$ cat config.mk
export PLATFORM = sky130hd
export DESIGN_NAME = score_keeper
export DESIGN_NICKNAME = d
export VERILOG_FILES = /design/src/rtl/score_keeper.sv
export SDC_FILE = /design/constraint.sdc
export NUM_CORES = 1
export LEC_CHECK = 0
export ABC_AREA = 1
export CORE_UTILIZATION = 50
export CTS_CLUSTER_DIAMETER = 150
export CTS_CLUSTER_SIZE = 16
export DETAILED_ROUTE_END_ITERATION = 7
export PLACE_DENSITY = 0.78
export SYNTH_ARGS = -nofsm -noshare
export SYNTH_HDL_FRONTEND = slang
export SYNTH_SLANG_ARGS = --single-unit
$ cat constraint.sdc
create_clock -name CLK -period 3.85 [get_ports CLK]
set_input_delay 0.5775 -clock CLK [delete_from_list [all_inputs] [get_ports CLK]]
set_output_delay 0.5775 -clock CLK [all_outputs]
set_load 0.02 [all_outputs]
$ cat src/rtl/score_keeper.sv
// Two-digit BCD score keeper with lives, difficulty level and speed output.
// Raw buttons are synchronized and debounced into single-cycle press events.

module score_keeper_debounce #(
    parameter int CYCLES = 250000
) (
    input  logic clk,
    input  logic rst_n,
    input  logic raw,
    output logic pulse
);
    localparam int CW = (CYCLES > 1) ? $clog2(CYCLES) : 1;

    logic [1:0]    sync;
    logic          stable;
    logic          stable_q;
    logic [CW-1:0] cnt;

    // cnt counts consecutive samples that disagree with the accepted level;
    // the level flips on the CYCLES-th such sample.
    always_ff @(posedge clk) begin
        if (!rst_n) begin
            sync     <= 2'b00;
            stable   <= 1'b0;
            stable_q <= 1'b0;
            cnt      <= '0;
        end else begin
            sync     <= {sync[0], raw};
            stable_q <= stable;
            if (sync[1] == stable) begin
                cnt <= '0;
            end else if (cnt == CW'(CYCLES - 1)) begin
                stable <= sync[1];
                cnt    <= '0;
            end else begin
                cnt <= cnt + 1'b1;
            end
        end
    end

    assign pulse = stable & ~stable_q;
endmodule

module score_keeper #(
    parameter int DEBOUNCE_CYCLES = 250000,
    parameter int BASE_SPEED      = 25000000,
    parameter int SPEED_STEP      = 2500000,
    parameter int MIN_SPEED       = 5000000,
    parameter int START_LIVES     = 3
) (
    input  logic               CLK,
    input  logic               RST_N,
    input  logic               start,
    input  logic               hit,
    input  logic               miss,
    output logic [3:0]         score,
    output logic [3:0]         tens_score,
    output logic signed [31:0] speed_control,
    output logic [2:0]         level,
    output logic [2:0]         lives,
    output logic               game_over,
    output logic [1:0]         fsm_state
);
    typedef enum logic [1:0] {
        IDLE = 2'd0,
        PLAY = 2'd1,
        OVER = 2'd2
    } state_t;

    state_t state;

    logic start_p;
    logic hit_p;
    logic miss_p;

    score_keeper_debounce #(.CYCLES(DEBOUNCE_CYCLES)) u_db_start (
        .clk   (CLK),
        .rst_n (RST_N),
        .raw   (start),
        .pulse (start_p)
    );

    score_keeper_debounce #(.CYCLES(DEBOUNCE_CYCLES)) u_db_hit (
        .clk   (CLK),
        .rst_n (RST_N),
        .raw   (hit),
        .pulse (hit_p)
    );

    score_keeper_debounce #(.CYCLES(DEBOUNCE_CYCLES)) u_db_miss (
        .clk   (CLK),
        .rst_n (RST_N),
        .raw   (miss),
        .pulse (miss_p)
    );

    logic score_at_max;
    logic last_life;
    logic end_by_hit;
    logic end_by_miss;

    always_comb begin
        score_at_max = (tens_score == 4'd9) && (score == 4'd9);
        last_life    = (lives == 3'd1);
        end_by_hit   = hit_p && score_at_max;
        end_by_miss  = miss_p && last_life;
    end

    always_ff @(posedge CLK) begin
        if (!RST_N) begin
            state      <= IDLE;
            score      <= 4'd0;
            tens_score <= 4'd0;
            lives      <= 3'd0;
            game_over  <= 1'b0;
        end else begin
            case (state)
                IDLE: begin
                    if (start_p) begin
                        state      <= PLAY;
                        score      <= 4'd0;
                        tens_score <= 4'd0;
                        lives      <= 3'(START_LIVES);
                    end
                end
                PLAY: begin
                    if (hit_p && !score_at_max) begin
                        if (score == 4'd9) begin
                            score      <= 4'd0;
                            tens_score <= tens_score + 4'd1;
                        end else begin
                            score <= score + 4'd1;
                        end
                    end
                    if (miss_p && lives != 3'd0) begin
                        lives <= lives - 3'd1;
                    end
                    // game_over rises with the state change so it is high exactly while in OVER
                    if (end_by_hit || end_by_miss) begin
                        state     <= OVER;
                        game_over <= 1'b1;
                    end
                end
                OVER: begin
                    if (start_p) begin
                        state     <= IDLE;
                        game_over <= 1'b0;
                    end
                end
                default: begin
                    state     <= IDLE;
                    game_over <= 1'b0;
                end
            endcase
        end
    end

    assign fsm_state = state;

    longint speed_calc;
    logic signed [31:0] speed_next;

    // Wide arithmetic so a large level*SPEED_STEP cannot wrap past the floor.
    always_comb begin
        speed_calc = longint'(BASE_SPEED) - longint'(level) * longint'(SPEED_STEP);
        if (speed_calc < longint'(MIN_SPEED)) begin
            speed_next = MIN_SPEED;
        end else begin
            speed_next = speed_calc[31:0];
        end
    end

    always_ff @(posedge CLK) begin
        if (!RST_N) begin
            level         <= 3'd0;
            speed_control <= BASE_SPEED;
        end else begin
            level         <= (tens_score > 4'd7) ? 3'd7 : tens_score[2:0];
            speed_control <= speed_next;
        end
    end
endmodule

==> summary by stage <==
STA
The worst-case clock skew is 20.01 ps. The worst max-slew margin expressed relative to the limit is around 62%. The number of hold violations in the final report is 0. Setup violations remaining at the end of the flow were counted as 0. For this run, the top clock speed supported by timing is a little over 0.3 GHz. The number of slew-limit violations in the final report came to 0. For the final routed database, the setup TNS stands at 0 ps.

The fraction of the cycle the final worst path needs is a little over four fifths. At the pin with the least slew margin, the transition time is between 500 and 600 ps. The post-layout minimum cycle time is approximately 3300 ps. Setup repair after global routing left no endpoint under its margin. Hold is met by between 400 and 500 ps.

Layout
The number of nets in the finished design is slightly below 800. From synthesis to final layout, the design area changed by 14.18%. The leading cell type in the layout, fill and taps excluded is sky130_fd_sc_hd__nand2_1. The share of post-route cells with drive strength above 1 is under 10%. The number of inserted filler cells in the final layout is 866.

0 antenna diodes ended up in the layout. The footprint of the flip-flops and latches is around 2100 sq um. In the layout the commonest cells are sky130_fd_sc_hd__nand2_1 (148), sky130_fd_sc_hd__dfxtp_1 (104), sky130_fd_sc_hd__inv_1 (99), sky130_fd_sc_hd__nor2_1 (80), sky130_fd_sc_hd__clkdlybuf4s50_1 (48).

The area of the multi-input gates is about 2600 sq um.

Yosys
The proportion of synthesized flip-flops having asynchronous set or reset is 0%. For this run, the register share of the synthesized area comes to 39.98%. Synthesis inferred 104 register bits.

The synthesized netlist devotes between 30% and 40% of its cell area to simple gates. In this run the cell area of the synthesized design comes to between 5000 and 6000 sq um. Summing the areas of all compound-gate instances in the mapped netlist gives under 10% of the synthesized area. The area share of fa/ha/maj cells after synthesis is 5.670%. The Yosys step of the flow raised 0 warnings.

Counting every instance in the synthesized netlist gives 706. Among all flip-flop cells after synthesis, the most frequent one is sky130_fd_sc_hd__dfxtp_1. The parity-gate share of the synthesized area counting xor and xnor cells is under 10%. Yosys mapped a number of flops with a built-in enable equal to 0. The fraction of synthesized area in multiplexers is 0%. The dominant combinational cell family by area after synthesis is simple AND/OR/NAND/NOR gates. The synthesized area per cell is between 7 and 8 sq um. Yosys mapped the design onto 41 distinct sky130hd cell types.

Detailed routing
In the routed layout, each cell is associated on average with a via count of roughly 5. In this run, the number of DRC markers left after iteration 0 of detailed routing was between 150 and 200. The number of detailed-routing iterations run before antenna repair is 5. The wire length per cell after detailed routing is approximately 12 um.

After detailed routing, the number of remaining DRC violations is 0. The via count of the routed design is roughly 4.5k. The detail route stage leaves a number of antenna-violating nets equal to 0.

Wires add up to 10,430 um.

Place
At the end of routability-driven placement, the weighted congestion stood at ~0.9. Port buffering added 48 buffers. The HPWL after detailed placement is ~8000 um.

Global route
Global routing used about a fifth of the available tracks. The first global-routing pass estimated ~18,000 um of wire. The number of antenna violations at the first check in global routing is 0.

The pin count of the biggest net entering global routing is 28. The number of global-route vias before repair was roughly 4.2k. Global routing finished with a remaining overflow of 0.

Critical path
The cell that appears most often on the critical path is sky130_fd_sc_hd__nand3_1. Counting both buffers and inverters, the worst setup path holds a total of 2. Of all nets on the critical path, the largest fanout is 12.

The worst setup path is captured at a flop. For the worst setup path, the data arrival time is between 3000 and 4000 ps. The class of the most critical setup path is reg2reg.

At the worst endpoint, the required time is 4100 ps. Walking the worst path, the cells encountered are inv_2, ha_1, inv_1, ha_1, fa_1, nand3_1, nand2_2, nand2_4, a21oi_1, nand3_1, nand3_1, nand4_4, nand2_2, nor2_4, nand2_1. The kind of cell adding the most delay to the critical path is simple AND/OR/NAND/NOR gates.

The worst stage delay on the critical path is 600 ps. The element type at the critical path start is a flop. For this design, the slowest cell found on the critical path is sky130_fd_sc_hd__dfxtp_1.

Flow run
The tool flagged a number of max-cap violations equal to 0.

Die
The vertical extent of the die is 104.1 um. The site row count is 36. The area of the core region is about 10000 sq um.

The horizontal extent of the die is 104.1 um. The number of top-level pins is 54. The floorplan step defined a die boundary enclosing roughly 11,000 sq um. For this configuration, the core starts out at a cell density of about 52%.

Clock tree
The tree is rooted in a sky130_fd_sc_hd__clkbuf_8. Once the clock tree was built, the setup fixing pass inserted 0 buffers. The longest clock path from root to sink contains 2 buffers. The H-tree depth is 3. At the later pin of the worst-skew pair, clock insertion delay measures between 300 and 400 ps.

After clock tree synthesis, the clock-pin slew on the worst setup and hold paths is approximately 120 ps. Once the clock tree was built, the resizer swapped 0 gates to a different size. For this design, the sink count on the clock tree is 104. TritonCTS created 9 clock buffers. The number of hold buffers added after CTS was 0. TritonCTS built the clock tree.

Power and ir drop
The worst-case IR drop observed on VDD is 189.9 uV. The power density over the cells is around 300 nW/um^2. Summed over all cells, the static leakage comes to about 2.4 nW.

Min path
The worst hold-check path type is reg2reg.

Outcome
The run finished with clean final reports.
[worst register-to-register path: cells and delay by family, from the launching register on]
| family | cells | cell delay [ps] |
|---|---|---|
| buffers and inverters | 2 | 300 |
| adders and majority gates | 3 | 1020 |
| AOI/OAI and AO/OA | 1 | 100 |
| and+or+nand+nor | 9 | 1120 |
| DFF | 1 | 600 |
[state kept, by name (all words and copies together) (netlist names)]
signal / flops
fsm_state: 2
game_over: 1
level: 3
lives: 3
score: 4
speed_control: 21
tens_score: 4
u_db_hit.cnt: 18
u_db_hit.stable: 1
u_db_hit.stable_q: 1
u_db_hit.sync: 2
u_db_miss.cnt: 18
u_db_miss.stable: 1
u_db_miss.stable_q: 1
u_db_miss.sync: 2
u_db_start.cnt: 18
u_db_start.stable: 1
u_db_start.stable_q: 1
u_db_start.sync: 2
[where the power goes]
part	total [mW]	switching [mW]	internal, mW
Clock	0.663	0.407	0.256
Sequential	1.08	0.00270	1.08
Combinational	0.0435	0.0284	0.0151
Total	1.79	0.438	1.35
[Yosys cell counts (5+ instances only)]
cell	number	area share, %
sky130_fd_sc_hd__a21oi_1	44	4.2
sky130_fd_sc_hd__buf_4	13	1.9
sky130_fd_sc_hd__dfxtp_1	104	40
sky130_fd_sc_hd__ha_1	22	5.3
sky130_fd_sc_hd__inv_1	99	7.1
sky130_fd_sc_hd__nand2_1	148	11
sky130_fd_sc_hd__nand3_1	43	4.1
sky130_fd_sc_hd__nand4_1	13	1.6
sky130_fd_sc_hd__nor2_1	80	5.8
sky130_fd_sc_hd__nor3_1	26	2.5
sky130_fd_sc_hd__nor3b_1	12	1.7
sky130_fd_sc_hd__nor4_1	10	1.2
sky130_fd_sc_hd__o21ai_0	10	0.96
sky130_fd_sc_hd__or2_2	5	0.60
sky130_fd_sc_hd__xnor2_1	5	0.84
sky130_fd_sc_hd__xor2_1	20	3.4
[final cells by class]
class                   count  area share (%)
multi-input cells         484           44.23
flip-flops and latches    104           35.02
repair buffers             49           8.207
inverters                 103           6.503
well taps                 133           2.799
clock buffers               9           2.083
clock inverters             7           1.157
[worst paths after layout]
kind	startpoint	endpoint	slack (ps)	cells after the start
max	level[0]	speed_control[19]	580	15
min	u_db_miss.sync[0]	u_db_miss.sync[1]	430	2
max reg2reg	level[0]	speed_control[19]	580	15
min reg2reg	u_db_miss.sync[0]	u_db_miss.sync[1]	430	2
[stage by stage]
| step | setup slack [ps] | utilization, % | cell area, sq um | total power [mW] | cells |
|---|---|---|---|---|---|
| 6_report | 578.7 | 59.73 | 5946 | 1.789 | 889 |
| 5_1_grt | 236.1 | 59.73 | 5946 | 1.855 | 889 |
| 4_1_cts | 600.5 | 59.73 | 5946 | 1.808 | 889 |
| 3_5_place_dp | 660.8 | 57.79 | 5753 | 1.151 | 873 |
| 3_3_place_gp | 761.0 | 57.79 | 5753 | 1.150 | 873 |
| 2_1_floorplan | 1027 | - | 5226 | 1.143 | 711 |
[cell families (layout without fill, tap and decap cells)]
| kind of cell | count (synthesis) | after routing |
|---|---|---|
| buf+inv | 123 | 168 |
| flops | 104 | 104 |
| other cells | 1 | 6 |
| xor+xnor | 25 | 25 |
| compound gates | 70 | 70 |
| simple gates | 360 | 360 |
| fa+ha+maj | 23 | 23 |
[layer usage]
metal | vias to the layer above | part of all wire (%) | track usage [%]
li1 | 2342 | - | -
met1 | 2036 | 47 | 25.16
met2 | 86 | 49 | 35.33
met3 | 5 | 3.4 | 4.010
met4 | 0 | 0.77 | 6.122
met5 | - | 0 | 0
No activity file was read; power rests on OpenSTA's default activity.
